### config.mk
export PLATFORM = sky130hd
export DESIGN_NAME = cory_burst_pass
export DESIGN_NICKNAME = d
export VERILOG_FILES = /design/src/rtl/cory_burst_pass.sv
export SDC_FILE = /design/constraint.sdc
export NUM_CORES = 1
export LEC_CHECK = 0
export CAP_MARGIN = 20
export CORE_ASPECT_RATIO = 2
export CORE_MARGIN = 3
export CORE_UTILIZATION = 37
export CTS_BUF_LIST = sky130_fd_sc_hd__clkbuf_4 sky130_fd_sc_hd__clkbuf_8
export DETAILED_ROUTE_END_ITERATION = 12
export GPL_TIMING_DRIVEN = 0
export SLEW_MARGIN = 25
export SYNTH_ARGS = -nofsm -noshare
export SYNTH_HDL_FRONTEND = slang
export SYNTH_SLANG_ARGS = --single-unit
### constraint.sdc
create_clock -name clk -period 2.4 [get_ports clk]
set_input_delay 0.24 -clock clk [delete_from_list [all_inputs] [get_ports clk]]
set_output_delay 0.24 -clock clk [all_outputs]
set_load 0.1 [all_outputs]
### src/rtl/cory_burst_pass.sv
// ---------------------------------------------------------------------------
// cory_burst_pass
//
// Upstream gating stage. Each accepted go command admits exactly i_len beats
// from the upstream valid/ready port, forwards them through a one-entry
// registered output slot tagged with last on the final beat, then blocks
// upstream until that final beat has been taken downstream.
//
// Ports:
//   clk       clock, all logic on the rising edge
//   reset     synchronous active-high reset
//   i_go      start command, only honoured while idle
//   i_len     burst length in beats, sampled together with i_go
//   o_busy    high whenever a burst is in progress
//   o_done    one-cycle pulse after the final beat leaves (or after a
//             zero-length go)
//   o_cnt     beats accepted so far in the current/last burst
//   i_a_v     upstream valid
//   i_a_d     upstream data
//   o_a_r     upstream ready
//   o_z_v     downstream valid (registered)
//   o_z_d     downstream data (registered)
//   o_z_last  final beat marker, qualified by o_z_v
//   i_z_r     downstream ready
// ---------------------------------------------------------------------------
module cory_burst_pass #(
  parameter int N = 8,
  parameter int W = 8
) (
  input  logic         clk,
  input  logic         reset,
  input  logic         i_go,
  input  logic [W-1:0] i_len,
  output logic         o_busy,
  output logic         o_done,
  output logic [W-1:0] o_cnt,
  input  logic         i_a_v,
  input  logic [N-1:0] i_a_d,
  output logic         o_a_r,
  output logic         o_z_v,
  output logic [N-1:0] o_z_d,
  output logic         o_z_last,
  input  logic         i_z_r
);

  typedef enum logic [1:0] {
    IDLE  = 2'd0,
    PASS  = 2'd1,
    DRAIN = 2'd2
  } state_t;

  state_t       state_q, state_d;
  logic [W-1:0] rem_q,   rem_d;
  logic [W-1:0] cnt_q,   cnt_d;
  logic         zv_q,    zv_d;
  logic [N-1:0] zd_q,    zd_d;
  logic         zl_q,    zl_d;
  logic         done_q,  done_d;

  logic         a_r;
  logic         accept;
  logic         emit;

  always_comb begin
    state_d = state_q;
    rem_d   = rem_q;
    cnt_d   = cnt_q;
    zv_d    = zv_q;
    zd_d    = zd_q;
    zl_d    = zl_q;
    done_d  = 1'b0;
    a_r     = 1'b0;
    emit    = zv_q & i_z_r;

    case (state_q)
      IDLE: begin
        if (i_go) begin
          if (i_len != '0) begin
            rem_d   = i_len;
            cnt_d   = '0;
            state_d = PASS;
          end else begin
            // Zero-length burst completes immediately without going busy.
            done_d = 1'b1;
          end
        end
      end
      PASS: begin
        // The output slot can be refilled in the same cycle it is emptied.
        a_r = (rem_q != '0) & (~zv_q | i_z_r);
      end
      DRAIN: begin
        // Only the final beat can be held here.
        if (emit) begin
          state_d = IDLE;
          done_d  = 1'b1;
        end
      end
      default: begin
        state_d = IDLE;
      end
    endcase

    accept = i_a_v & a_r;

    if (emit) begin
      zv_d = 1'b0;
      zl_d = 1'b0;
    end

    // Accept takes priority over the emit clear above: a fresh beat lands
    // in the slot that is being vacated.
    if (accept) begin
      zd_d  = i_a_d;
      zv_d  = 1'b1;
      zl_d  = (rem_q == W'(1));
      rem_d = rem_q - W'(1);
      cnt_d = cnt_q + W'(1);
      if (rem_q == W'(1)) begin
        state_d = DRAIN;
      end
    end
  end

  always_ff @(posedge clk) begin
    if (reset) begin
      state_q <= IDLE;
      rem_q   <= '0;
      cnt_q   <= '0;
      zv_q    <= 1'b0;
      zd_q    <= '0;
      zl_q    <= 1'b0;
      done_q  <= 1'b0;
    end else begin
      state_q <= state_d;
      rem_q   <= rem_d;
      cnt_q   <= cnt_d;
      zv_q    <= zv_d;
      zd_q    <= zd_d;
      zl_q    <= zl_d;
      done_q  <= done_d;
    end
  end

  assign o_busy   = (state_q != IDLE);
  assign o_done   = done_q;
  assign o_cnt    = cnt_q;
  assign o_a_r    = a_r;
  assign o_z_v    = zv_q;
  assign o_z_d    = zd_q;
  assign o_z_last = zl_q;

endmodule

=== Yosys cells after proc, flatten, opt, wreduce, memory -nomap -nowiden ===
Cells that the tools add are included.

* Register bits after elaboration: 29
* Input bits: 21
* Output and inout bits: 21
* Logic and storage cells: 48

* Add/subtract/negate cells: 2
* Equality and inequality tests: 3
* Multiplexer cells: 22
* Bitwise logic cells: 5
* Reductions and logical operators: 9

{| class="wikitable"
|+ Operators by type and width
! cell !! number
|-
| 8-bit 2-to-1 mux || 8
|-
| 8-bit nonzero test || 2
|-
| 2-bit 2-to-1 mux || 5
|-
| 2-bit nonzero test || 5
|-
| 8-bit by 1-bit adder with 8-bit output (second input constant) || 1
|-
| 8-bit by 1-bit == test with 1-bit output (second input constant) || 1
|-
| 8-bit by 1-bit subtractor with 8-bit output (second input constant) || 1
|-
| 1-bit 2-to-1 mux || 7
|-
| 2-bit one-hot mux with 3 select lines || 1
|-
| 1-bit AND || 3
|-
| 3-bit AND reduction || 1
|-
| 2-bit by 1-bit == test with 1-bit output (second input constant) || 1
|-
| 2-bit == test (second input constant) || 1
|-
| 2-bit zero test || 1
|-
| 1-bit one-hot mux with 2 select lines || 1
|-
| 1-bit NOT || 1
|-
| 1-bit OR || 1
|}

=== Longest topological paths before layout ===
Gate-level depths: netlist of the first run.

* Word-level depth: 7
* Gate-level depth with buffers: 7
* Mapped depth without buffers: 6

=== Worst setup path after synthesis of the first run ===
Ideal clock, no wire load.

* Kind: register -> output
* Start: register zv_q, in the netlist o_z_v
* End: output o_a_r
* Data arrival time: 2539 ps
* Data required time: 2160 ps
* Path slack: -379 ps
* Stages on the path, launching flop included: 4
* Buffers on the path: 0
* Path through: dfxtp_1 nand2b_1 nand2_1 a21oi_1

* Word-level cells in the longest chain between the ends: 4

{| class="wikitable"
|+ Ends and longest elaborated chain
! item !! RTL line !! source
|-
| start: declaration || 55 || <nowiki>logic zv_q, zv_d;</nowiki>
|-
| start signal: assignment || 138 || <nowiki>zv_q <= zv_d;</nowiki>
|-
| 1-bit NOT || 90 || <nowiki>a_r = (rem_q != '0) & (~zv_q | i_z_r);</nowiki>
|-
| 1-bit OR || 90 ||
|-
| 1-bit AND || 90 ||
|-
| 1-bit 2-to-1 mux || 75 || <nowiki>case (state_q)</nowiki>
|-
| end: declaration || 39 || <nowiki>output logic o_a_r,</nowiki>
|}

No other way between the ends.

=== Worst setup path in the final report of the first run ===
* Start: register rem_q[0]
* End: register rem_q[2]

* Word-level cells in the longest chain between the ends: 6
* Elaborated cells between the ends (all ways): 10
* Classes of those cells: 1 x add/sub; 2 x mux; 2 x bitwise; 5 x reduce/logical

{| class="wikitable"
|+ Ends and longest elaborated chain
! item !! RTL line !! source
|-
| start: declaration || 53 || <nowiki>logic [W-1:0] rem_q, rem_d;</nowiki>
|-
| start signal: assignment || 136 || <nowiki>rem_q <= rem_d;</nowiki>
|-
| 8-bit nonzero test || 90 ||
|-
| 1-bit AND || 90 ||
|-
| 1-bit 2-to-1 mux || 75 ||
|-
| 1-bit AND || 104 || <nowiki>accept = i_a_v & a_r;</nowiki>
|-
| 2-bit nonzero test (no line) || - ||
|-
| 3-bit AND reduction (no line) || - ||
|}

Several ways; a longest one is shown, not always the timed one.
A chain may end at the register's enable or synchronous reset.

==> impl_metrics.tcl, run 1 <==
set metrics [dict create \
    ys_seq_area_frac 0.391 \
    drt_iter0_markers 34 \
    fillers 390 \
    endpoint_kind "flip-flop" \
    fmax_mhz 444 \
    p_switching_uw 443 \
    post_cts_buffers 0 \
    avgSynthCellArea_um2 8.74 \
    clock_power_share 0.337 \
    cts_buffers 5 \
    wl_per_cell_um 16.3 \
    first_pass_iters 4 \
    grt.total_usage 0.195 \
    placement.io_buffers 41 \
    hpwlAfterDp_mm 3.32 \
    io_pins 42 \
    clkSinkCount 29 \
    hp-class "flip-flop to flip-flop" \
    path_buf_inv 2 \
    coreArea_um2 3840 \
    cp_slowest_cell "or3b_2" \
    areaGrowthSynthToFinish_pct 39.3 \
    leakagePower_uw 0.000708 \
    reg2reg_to "rem_q[2]" \
    path_cells "inv_1, ha_2, or3b_2, o2111a_2, buf_6, a32oi_1, o22ai_1" \
    tightest_slew_ps 996 \
    multi_input_area_um2 825 \
    synth_area_leaders "dfxtp_1, a21oi_1, nand2_1, nand3_1, nand2b_1" \
    crit_arrival_ps 2400 \
    p_int_uw 894 \
    fin_nets 242 \
    rows 32 \
    relSlewSlack 0.334 \
    hold_viol 0 \
    cts_root_buf "clkbuf_8" \
    period_share 0.937 \
    dpl_cell_area_um2 1960 \
    rrSetupSlack_ps 150 \
    rr_worst_depth 7 \
    grt_pass1_wl_mm 7.02 \
    cp_data_required_time_ps 2550 \
    p_sw_frac 0.331 \
    yosysTopAreaCell "dfxtp_1" \
    synth_top_cell_area_share 0.391 \
    crit_family "compound AO/OA/AOI/OAI gates" \
    grt_max_degree 11 \
    maxSlewViolCount 0 \
    synth_cell_types 45 \
    powerDensity_nw_per_um2 646 \
    postRouteAntennaNets 0 \
    skew_ps 6.78 \
    whs_endpoint "o_z_d[6]" \
    final_layout_size_suffix_gt1_frac 0.114 \
    crit_cells 7 \
    vdd_drop_max_uv 594 \
    clkTransAtPathRegs_ps 70 \
    grt-ovfl-total 0 \
    cpPeakStageDelay_ps 550 \
    dr_total_vias 1515 \
    grt_pass1_vias 1522 \
    clk_latency_ps 290 \
    min_period_ps 2250 \
    synth_nets 194 \
    async_flop_share 0 \
    syn-cell-area_um2 1490 \
    post-route-util 0.539 \
    crit_type "flip-flop to flip-flop" \
    drcViolationCount 0 \
    die_x_um 50.8 \
    cap_violations 0 \
    setup_viol 0 \
    htree_num_levels 2 \
    antenna_cells 0 \
    start_util 0.387 \
    ys_seq_elements 29 \
    combPwrFrac 0.268 \
    synth_cells 170 \
    cts_tree "built" \
    cts_buffer_depth 2 \
    routed_wl_mm 4.41 \
    hold_depth 2 \
    r2r-start "rem_q[0]" \
    status "complete, no violations" \
    seq_area_um2 581 \
    synth-main-ff-cell "dfxtp_1" \
    dieArea_um2 4860 \
    gp_congestion 0.850 \
    antenna_found_initial 0 \
    viasPerCell 5.61 \
    power_frac_seq 0.395 \
    total_power_uw 1340 \
    min_from "o_z_d[6]" \
    yosysWarnings 0 \
    synth_edf_count 0 \
    die_y_um 95.6 \
    rsz0062_at_grt "no" \
    postLayoutCellArea_um2 2070 \
    critPathLaunchType "flip-flop" \
    cp_max_fo 10 \
]
layout by cell type, fill, tap and decap left out, types with 4 or more instances in the layout:
cell type	instances
a21oi_1	20
a311oi_1	4
a32oi_1	4
and3_1	5
clkbuf_8	7
clkdlybuf4s50_1	40
dfxtp_1	29
inv_1	5
nand2_1	20
nand2b_1	9
nand3_1	14
logic make-up after synthesis:
family / Yosys count / synth area share
AO/OA/AOI/OAI: 50 / 0.233
buffers and inverters: 14 / 0.0598
AND/OR/NAND/NOR: 71 / 0.271
adder cells (fa/ha/maj): 3 / 0.0253
flip-flops: 29 / 0.391
multiplexers: 3 / 0.0202
routing by layer:
metal  global-route usage  vias to the layer above  part of all wire
li1                     -                      733                 -
met1                0.176                      718              0.36
met2                0.367                       51              0.56
met3               0.0532                       13             0.050
met4                0.128                        0             0.037
met5                    0                        -                 0
cell type report:
type	count	area share
sequential	29	0.280
clock inverter	1	0.00242
clock buffer	7	0.0465
timing repair buffer	41	0.199
buffer	9	0.0338
inverter	5	0.00906
tap	51	0.0308
multi-input combinational	127	0.398
worst max path at each step:
stage	end	slack, ps	from
after floorplan	o_a_r	230	o_z_v
after global placement	o_a_r	-170	i_z_r
after detailed placement	o_a_r	-200	i_z_r
after CTS	rem_q[2]	70	rem_q[0]
after global routing	rem_q[2]	50	rem_q[0]
final	rem_q[2]	150	rem_q[0]
power groups by stage:
stage / registers (uW) / clock network [uW] / logic [uW]
5_1_grt: 532 / 476 / 382
4_1_cts: 528 / 463 / 357
3_5_place_dp: 539 / 0 / 356
3_3_place_gp: 538 / 0 / 350
6_report: 529 / 450 / 358
2_1_floorplan: 597 / 0 / 188
stage by stage:
| step | setup WS (ps) | instances | setup TNS [ps] | hold WS (ps) |
|---|---|---|---|---|
| after floorplan | 234 | 170 | 0 | 376 |
| after global placement | -172 | 262 | -172 | 446 |
| after detailed placement | -202 | 262 | -202 | 451 |
| after CTS | 71.8 | 270 | 0 | 459 |
| after global routing | 45.0 | 270 | 0 | 486 |
| final | 150 | 270 | 0 | 459 |
tightest hold or removal path: stages (launching register included):
cell and delay [ps]:
dfxtp_1 310, nand2_1 50, a21oi_1 50
flip-flops by register name, summed over array words and instances (netlist names):
register and cells:
o_cnt 8, o_done 1, o_z_d 8, o_z_last 1
o_z_v 1, rem_q 8, state_q 2
synthesized netlist by cell type (all sizes together), types with 2 or more instances:
master  instances
a311oi          4
nor3b           3
nor2            2
or4             3
nor4            2
or3             2
clkbuf          3
a31oi           3
a21oi          21
nand3          14
inv             5
nor3            2
a22oi           2
buf             6
mux2i           3
nand2b          9
nand2          21
a32oi           4
dfxtp          29
ha              3
o21ai           5
and3            5
o22ai           3
repair_timing:
item,4_1_cts,5_1_grt
hold buffers,0,0
pin swaps,0,0
endpoints found under the setup margin,1,1
resized for setup,3,2
Power figures use the tool's default switching activity.
==> inputs of run 2 (changes only) <==
Settings changed: CORE_UTILIZATION 37 to 40, PLACE_DENSITY from default to 0.69.
Clock period 2.4 ns to 2.9 ns, I/O delays scaled along.
==> impl_metrics.tcl, run 2 (same netlist as run 1, synthesis figures left out) <==
set metrics [dict create \
    seq_area_um2 581 \
    holdBufCountCts 0 \
    dieArea_um2 4530 \
    grt-ovfl-total 0 \
    clkSinkCount 29 \
    final_cell_mix "clkdlybuf4s50_1, dfxtp_1, a21oi_1, nand2_1, nand3_1" \
    cts_resized 0 \
    grt.total_usage 0.199 \
    grt_max_degree 11 \
    clkTransAtPathRegs_ps 60 \
    cts_buffer_depth 2 \
    multi_input_area_um2 817 \
    vdd_drop_max_uv 333 \
    cts_root_buf "clkbuf_8" \
    crit_arrival_ps 2530 \
    htree_num_levels 2 \
    post_cts_buffers 0 \
    hp-class "flip-flop to flip-flop" \
    grt_pass1_vias 1520 \
    crit_type "flip-flop to output pin" \
    total_power_uw 1090 \
    period_share 0.973 \
    tightest_slew_ps 996 \
    cap_violations 0 \
    cts_tree "built" \
    drcViolationCount 0 \
    cp_data_required_time_ps 2610 \
    coreArea_um2 3490 \
    cp_max_fo 6 \
    fin_nets 242 \
    hold_slack_ps 459 \
    final_layout_size_suffix_gt1_frac 0.0959 \
    endpoint_kind "output pin" \
    maxSlewViolCount 0 \
    relSlewSlack 0.334 \
    setup_viol 0 \
    wl_per_cell_um 15.7 \
    leakagePower_uw 0.000709 \
    postRouteAntennaNets 0 \
    powerDensity_nw_per_um2 532 \
    antenna_found_initial 0 \
    drt_iter0_markers 24 \
    fmax_mhz 354 \
    rows 30 \
    hold_viol 0 \
    die_x_um 49.1 \
    placement.io_buffers 41 \
    cts_buffers 5 \
    viasPerCell 5.58 \
    skew_ps 5.21 \
    rsz0062_at_grt "no" \
    antenna_cells 0 \
    io_pins 42 \
    status "complete, no violations" \
    critPathLaunchType "flip-flop" \
    fillers 345 \
    hpwlAfterDp_mm 3.18 \
    areaGrowthSynthToFinish_pct 38.5 \
    first_pass_iters 4 \
    min_period_ps 2820 \
    grt_pass1_wl_mm 7.01 \
    dr_total_vias 1491 \
    clk_latency_ps 280 \
    die_y_um 92.2 \
    routed_wl_mm 4.18 \
    final_common_cell "clkdlybuf4s50_1" \
    start_util 0.426 \
    gp_congestion 0.815 \
    fin_setup_tns_ps 0 \
]
==> run 2: changes by cell type in the layout (fill, tap and decap cells not counted), sizes merged <==
cell	delta
clkdlybuf4s50	+1
clkdlybuf4s15	-1
==> run 2: stage by stage <==
step | std cells | setup slack [ps] | utilization | area (um^2)
6_report | 267 | 77.1 | 0.590 | 2060
5_1_grt | 267 | 14.1 | 0.590 | 2060
4_1_cts | 267 | 73.7 | 0.590 | 2060
3_5_place_dp | 259 | 216 | 0.561 | 1960
3_3_place_gp | 259 | 236 | 0.561 | 1960
2_1_floorplan | 170 | 70.7 | - | 1490
==> run 2: worst paths after layout <==
| check | start | endpoint | slack, ps | cells after the start |
|---|---|---|---|---|
| worst max-delay path | rem_q[0] | o_a_r | 80 | 5 |
| worst min register to register | o_z_d[1] | o_z_d[1] | 460 | 2 |
| worst max register to register | rem_q[0] | rem_q[2] | 590 | 7 |
| worst min-delay path | o_z_d[1] | o_z_d[1] | 460 | 2 |
==> run 2: layer usage <==
layer / GRT usage / part of all wire / up-vias
met5: 0 / 0 / -
met2: 0.372 / 0.56 / 59
met1: 0.192 / 0.36 / 695
met4: 0.0926 / 0.014 / 0
li1: - / - / 731
met3: 0.0585 / 0.060 / 6
==> run 2: final cells by class <==
type,instances,share of cell area
Clock buffer,7,0.0468
Tap cell,48,0.0292
Clock inverter,1,0.00243
Buffer,9,0.0340
Inverter,5,0.00912
Sequential cell,29,0.282
Timing Repair Buffer,41,0.199
Multi-Input combinational cell,127,0.397
==> run 2: where the power goes <==
part           internal, uW  total (uW)  switching, uW  leakage [uW]
Clock                   214         364            150     0.0000542
Combinational           107         292            185      0.000419
Sequential              418         439           20.5      0.000236
Total                   739        1090            355      0.000709
==> run 2: worst max-delay path: stages, from the launching register on <==
cell and delay [ps]:
dfxtp_1 420, inv_1 90, ha_1 280, nor3b_1 190, a21oi_1 130, clkdlybuf4s50_1 1140
